[src/rtl/pix_layer_sched.sv]
// Per-pixel layer scheduler: NUM_RECT double-buffered rectangles, fixed priority (layer 0 highest).
// Optional macro LAYER_BORDER_EN draws the winning rectangle's outline in palette index 7.
module pix_layer_sched #(
  parameter int NUM_RECT = 4,
  parameter int CW       = 12,
  parameter int IDXW     = 4
) (
  input  logic            pixclk_i,
  input  logic            rst_i,
  input  logic            cfg_valid_i,
  output logic            cfg_ready_o,
  input  logic [2:0]      cfg_sel_i,
  input  logic [2:0]      cfg_field_i,
  input  logic [CW-1:0]   cfg_data_i,
  input  logic [CW-1:0]   x_i,
  input  logic [CW-1:0]   y_i,
  input  logic            DrawArea_i,
  input  logic            vSync_i,
  output logic [IDXW-1:0] pix_idx_o,
  output logic            pix_de_o,
  output logic [2:0]      pix_layer_o,
  output logic            pix_hit_o,
  output logic            commit_pending_o
);

  typedef struct packed {
    logic [CW-1:0]   x0;
    logic [CW-1:0]   x1;
    logic [CW-1:0]   y0;
    logic [CW-1:0]   y1;
    logic [IDXW-1:0] col;
    logic            en;
  } rect_t;

  rect_t           shadow_q [NUM_RECT];
  rect_t           active_q [NUM_RECT];
  logic            vsync_q;
  logic            commitPending_q, commitPending_d;
  logic            commitEvt;

  logic [NUM_RECT-1:0] hit_d, s1Hit_q;
  logic [NUM_RECT-1:0] edge_d, s1Edge_q;
  logic [IDXW-1:0]     s1Col_q [NUM_RECT];
  logic                s1De_q;

  logic [IDXW-1:0] pixIdx_d, pixIdx_q;
  logic [2:0]      pixLayer_d, pixLayer_q;
  logic            pixHit_d, pixHit_q, pixDe_q;

  // The shadow->active copy happens on the vSync rise; stalling config that cycle avoids a race.
  assign commitEvt        = vSync_i & ~vsync_q & commitPending_q;
  assign cfg_ready_o      = ~commitEvt;
  assign commit_pending_o = commitPending_q;

  always_comb begin
    commitPending_d = commitPending_q;
    if (commitEvt)
      commitPending_d = 1'b0;
    else if (cfg_valid_i && cfg_field_i == 3'd7)
      commitPending_d = 1'b1;
  end

  always_ff @(posedge pixclk_i or posedge rst_i) begin
    if (rst_i) begin
      for (int i = 0; i < NUM_RECT; i++) begin
        shadow_q[i] <= '0;
        active_q[i] <= '0;
      end
      vsync_q         <= 1'b0;
      commitPending_q <= 1'b0;
    end else begin
      vsync_q         <= vSync_i;
      commitPending_q <= commitPending_d;
      if (commitEvt) begin
        for (int i = 0; i < NUM_RECT; i++) active_q[i] <= shadow_q[i];
      end else if (cfg_valid_i) begin
        for (int i = 0; i < NUM_RECT; i++) begin
          if (cfg_sel_i == 3'(i)) begin
            case (cfg_field_i)
              3'd0: shadow_q[i].x0  <= cfg_data_i;
              3'd1: shadow_q[i].x1  <= cfg_data_i;
              3'd2: shadow_q[i].y0  <= cfg_data_i;
              3'd3: shadow_q[i].y1  <= cfg_data_i;
              3'd4: shadow_q[i].col <= cfg_data_i[IDXW-1:0];
              3'd5: shadow_q[i].en  <= cfg_data_i[0];
              default: ;
            endcase
          end
        end
      end
    end
  end

  // Inverted bounds (x0>x1 or y0>y1) fall out of the inclusive compares as "never hits".
  always_comb begin
    hit_d  = '0;
    edge_d = '0;
    for (int i = 0; i < NUM_RECT; i++) begin
      hit_d[i] = active_q[i].en &&
                 x_i >= active_q[i].x0 && x_i <= active_q[i].x1 &&
                 y_i >= active_q[i].y0 && y_i <= active_q[i].y1;
`ifdef LAYER_BORDER_EN
      edge_d[i] = hit_d[i] && (x_i == active_q[i].x0 || x_i == active_q[i].x1 ||
                               y_i == active_q[i].y0 || y_i == active_q[i].y1);
`endif
    end
  end

  always_ff @(posedge pixclk_i or posedge rst_i) begin
    if (rst_i) begin
      s1Hit_q  <= '0;
      s1Edge_q <= '0;
      s1De_q   <= 1'b0;
      for (int i = 0; i < NUM_RECT; i++) s1Col_q[i] <= '0;
    end else begin
      s1Hit_q  <= hit_d;
      s1Edge_q <= edge_d;
      s1De_q   <= DrawArea_i;
      for (int i = 0; i < NUM_RECT; i++) s1Col_q[i] <= active_q[i].col;
    end
  end

  // Scanning from the lowest priority upward lets the highest-priority hit overwrite the rest.
  always_comb begin
    pixIdx_d   = '0;
    pixLayer_d = '0;
    pixHit_d   = 1'b0;
    for (int i = NUM_RECT - 1; i >= 0; i--) begin
      if (s1Hit_q[i]) begin
        pixHit_d   = 1'b1;
        pixLayer_d = 3'(i);
        pixIdx_d   = s1Edge_q[i] ? IDXW'(7) : s1Col_q[i];
      end
    end
    if (!s1De_q) begin
      pixIdx_d   = '0;
      pixLayer_d = '0;
      pixHit_d   = 1'b0;
    end
  end

  always_ff @(posedge pixclk_i or posedge rst_i) begin
    if (rst_i) begin
      pixIdx_q   <= '0;
      pixLayer_q <= '0;
      pixHit_q   <= 1'b0;
      pixDe_q    <= 1'b0;
    end else begin
      pixIdx_q   <= pixIdx_d;
      pixLayer_q <= pixLayer_d;
      pixHit_q   <= pixHit_d;
      pixDe_q    <= s1De_q;
    end
  end

  assign pix_idx_o   = pixIdx_q;
  assign pix_layer_o = pixLayer_q;
  assign pix_hit_o   = pixHit_q;
  assign pix_de_o    = pixDe_q;

endmodule
[config.mk]
export PLATFORM = sky130hd
export DESIGN_NAME = pix_layer_sched
export DESIGN_NICKNAME = d
export VERILOG_FILES = /design/src/rtl/pix_layer_sched.sv
export SDC_FILE = /design/constraint.sdc
export NUM_CORES = 1
export LEC_CHECK = 0
export ABC_AREA = 0
export CAP_MARGIN = 15
export CORE_UTILIZATION = 62
export CTS_CLUSTER_DIAMETER = 40
export DETAILED_ROUTE_END_ITERATION = 7
export PLACE_DENSITY = 0.8
export REMOVE_ABC_BUFFERS = 1
export SETUP_SLACK_MARGIN = 0.02
export SLEW_MARGIN = 10
export SYNTH_ARGS = -nofsm -noshare
export SYNTH_HDL_FRONTEND = slang
export SYNTH_SLANG_ARGS = --single-unit
[constraint.sdc]
create_clock -name pixclk_i -period 17.3 [get_ports pixclk_i]
set_input_delay 3.46 -clock pixclk_i [delete_from_list [all_inputs] [get_ports pixclk_i]]
set_output_delay 3.46 -clock pixclk_i [all_outputs]
set_load 0.02 [all_outputs]
==> metrics.md <==
| Metric | Value |
|---|---|
| Synthesized area divided by synthesized cell count | ~13 um^2 |
| Wire length reported by the detailed router | about 48000 um |
| Register bit count reported by yosys | ~460 |
| Layout overhead on the synthesized area | 13.2% |
| Number of vias in the routed layout | about 13000 |
| Via density | between 5 and 6 |
| Starting DRC count in detailed routing | between 800 and 900 |
| Max H-tree Level | 2 |
| CTS root buffer | sky130_fd_sc_hd__clkbuf_16 |
| TritonCTS clock tree | built |
| Maximum buffer depth of the clock tree | 3 |
| Endpoint arrival time on the critical path | approximately 5.1 ns |
| Highest-count cells in the layout ignoring fill and taps | sky130_fd_sc_hd__dfrtp_1 (455), sky130_fd_sc_hd__mux2_2 (414), sky130_fd_sc_hd__ha_1 (192) |
| Combined global-route utilization of all metal layers | 0.279 |
| Post-synthesis compound-gate area fraction | 0.0461 |
| TritonCTS buffer count | 56 |
| Adder and majority cell fraction of the synthesized area | 0.111 |
| Post-Syn Instances | approximately 1700 |
| Die Y | roughly 190 um |
| Unrepaired setup endpoints after global routing | false |
| Floorplan die area | roughly 36000 um^2 |
| Share of cell area taken by muxes after synthesis | 0.223 |
| Post-Synth XOR/XNOR Area | 0 |
| Initial core utilization | 0.638 |
| Number of buffer cells added on primary ports | 56 |
| Ys async rst share | 1.00 |
| Largest net degree at the start of global routing | about 160 |
| Simple-gate portion of the synthesized area | 0.0466 |
| Classification of the worst-slack hold path | register to register |
| Warnings from Yosys | 0 |
| Cell type contributing the most total cell area after synthesis | sky130_fd_sc_hd__dfrtp_1 |
| Clock sink count | around 460 |
| Setup violators final | 0 |
| Total negative slack | 0 ns |
| Max-cap check violation count | 0 |
| Final routed wire length divided by cell count | approximately 21 um |
| Post-CTS Hold Buffers | 0 |
| Slew Limit Headroom | 0.252 |
| Number of enable flip-flop cells after synthesis | 0 |
| Fin. max-slew vios | 0 |
| Top achievable clock speed | between 0.1 and 0.15 GHz |
| Pwr/cell area | approximately 140 nW/um^2 |
| Total leakage power | 0.0119 uW |
| Sequential-to-total area share from yosys stat | 0.527 |
| Antenna violation net count after detailed routing | 0 |
| Buffers inserted by post-CTS timing repair | 0 |
| Row Count | 67 |
| Number of detailed-route iterations in the first pass | 5 |
| Critical path type | input port to primary output |
| Horizontal extent of the die | about 190 um |
| Clock input transition at the sequential cells of the worst setup and hold paths | about 0.060 ns |
| Endpoint class of the critical path | primary output |
| Number of antenna repair diodes | 0 |
| Cell depth of the worst min-delay path | 0 |
| Number of antenna violations at the first check in global routing | 0 |
| GR Overflow Total | 0 |
| Most common cell after layout, fill and taps aside | sky130_fd_sc_hd__dfrtp_1 |
| Crit path time final | between 8 and 9 ns |
| Peak supply drop | around 0.00008 V |
| Fraction of layout instances using a drive strength above 1 | 0.308 |
| Worst clock skew | between 0.02 and 0.025 ns |
| Final period util | 0.496 |
| Top-area cell type share of the netlist area | 0.527 |
| Minimum setup slack in the final design | roughly 8.7 ns |
| Placement-stage worst setup slack | between 8 and 9 ns |
| Data required time at the worst endpoint | 13.84 ns |
| Startpoint class of the critical path | input port |
| Biggest area contributors in the synthesized netlist | sky130_fd_sc_hd__dfrtp_1 (53%), sky130_fd_sc_hd__mux2_2 (22%), sky130_fd_sc_hd__ha_1 (11%) |
| Layout net count | approximately 2000 |
| Hold Fails Final Rpt | 0 |
| Total power after layout | 3430 uW |
| Max Fanout on Critical Path | 4 |
| Run status | finished clean |
| Num ports | 58 |
| Number of distinct library cell variants in the gate-level netlist after synthesis | 52 |
| Detailed Place HPWL | ~29000 um |
| First-pass GRT wire length | between 70000 and 80000 um |
| Core footprint | between 30000 and 40000 um^2 |
| DRC | 0 |
| Post-synth design cell area | between 20000 and 25000 um^2 |
| Resized Gates After CTS | 0 |
| Most frequently used flop master after synthesis | sky130_fd_sc_hd__dfrtp_1 |
| Number of cells on the worst reg-to-reg path | 6 |
| Largest family of logic cells by synthesized area | multiplexers |
| Clock latency of the later-clocked register in the worst-skew pair | 0.58 ns |
| Slew at the pin closest to its max-slew limit | between 1 and 1.5 ns |
| Number of global-route vias before repair | between 10000 and 15000 |
| Gpl congestion | ~0.85 |
## logic make-up after synthesis
family	Yosys count
flops	455
fa+ha+maj	192
buf+inv	244
simple gates	185
other cells	1
mux	424
compound gates	159
## critical path: stages
cell and delay [ns]:
sky130_fd_sc_hd__clkdlybuf4s50_1 0.42, sky130_fd_sc_hd__nand3b_1 0.45, sky130_fd_sc_hd__clkdlybuf4s50_1 0.77
## state kept, by name, indices dropped and copies added (netlist names)
name / cells
pix_idx_o: 4
active_q: 212
s1De_q: 1
s1Hit_q: 4
commit_pending_o: 1
shadow_q: 212
vsync_q: 1
pix_de_o: 1
pix_layer_o: 2
s1Col_q: 16
pix_hit_o: 1
## worst paths after layout
check                                             start                         to  slack (ns)
max in group asynchronous                         rst_i  active_q[131]$_DFFE_PP0P_       12.16
hold / removal                 active_q[54]$_DFFE_PP0P_       s1Col_q[4]$_DFF_PP0_        0.37
hold reg to reg                active_q[54]$_DFFE_PP0P_       s1Col_q[4]$_DFF_PP0_        0.37
setup / recovery                                vSync_i                cfg_ready_o        8.73
setup reg to reg           commit_pending_o$_DFFE_PP0P_  shadow_q[102]$_DFFE_PP0P_       13.80
min in group asynchronous                         rst_i  active_q[160]$_DFFE_PP0P_        3.49
## stage by stage
stage / cell area [um^2] / hold WS [ns] / cells / util
2_1_floorplan: 21300 / 0.349 / 1600 / -
3_3_place_gp: 22500 / 0.356 / 2113 / 0.665
3_5_place_dp: 22500 / 0.357 / 2113 / 0.665
4_1_cts: 24400 / 0.370 / 2216 / 0.722
5_1_grt: 24500 / 0.377 / 2217 / 0.722
6_report: 24500 / 0.370 / 2217 / 0.722
## Yosys cell counts (all sizes together) (11+ instances only)
master	n
nand3	21
ha	192
o21ai	26
a21o	12
inv	184
dfrtp	455
buf	37
nand4	35
nand2	52
nor2b	11
nor2	23
clkbuf	23
a21oi	72
mux2	424
nor3	19
## routing by layer
metal | vias up | global-route usage | routed length (um)
met5 | - | 0 | 0
met4 | 0 | 0.0819 | 1080
met3 | 78 | 0.0397 | 1900
met2 | 233 | 0.464 | 22800
met1 | 6839 | 0.383 | 21800
li1 | 5989 | - | -
## cell type report
type                       instances  area [um^2]
sequential                       455        11400
fill                            2267         9410
multi-input combinational        961         9230
clock buffer                      74         1590
inverter                         184          698
timing repair buffer              66          654
tap                              448          561
clock inverter                    29          333
## where the power goes
part / internal [uW] / total, uW / leakage [uW] / switching (uW)
sequential: 1320 / 1450 / 0.00608 / 129
combinational: 395 / 793 / 0.00486 / 398
clock: 727 / 1190 / 0.000945 / 460
Note: power is estimated with default switching activity, not from simulation.
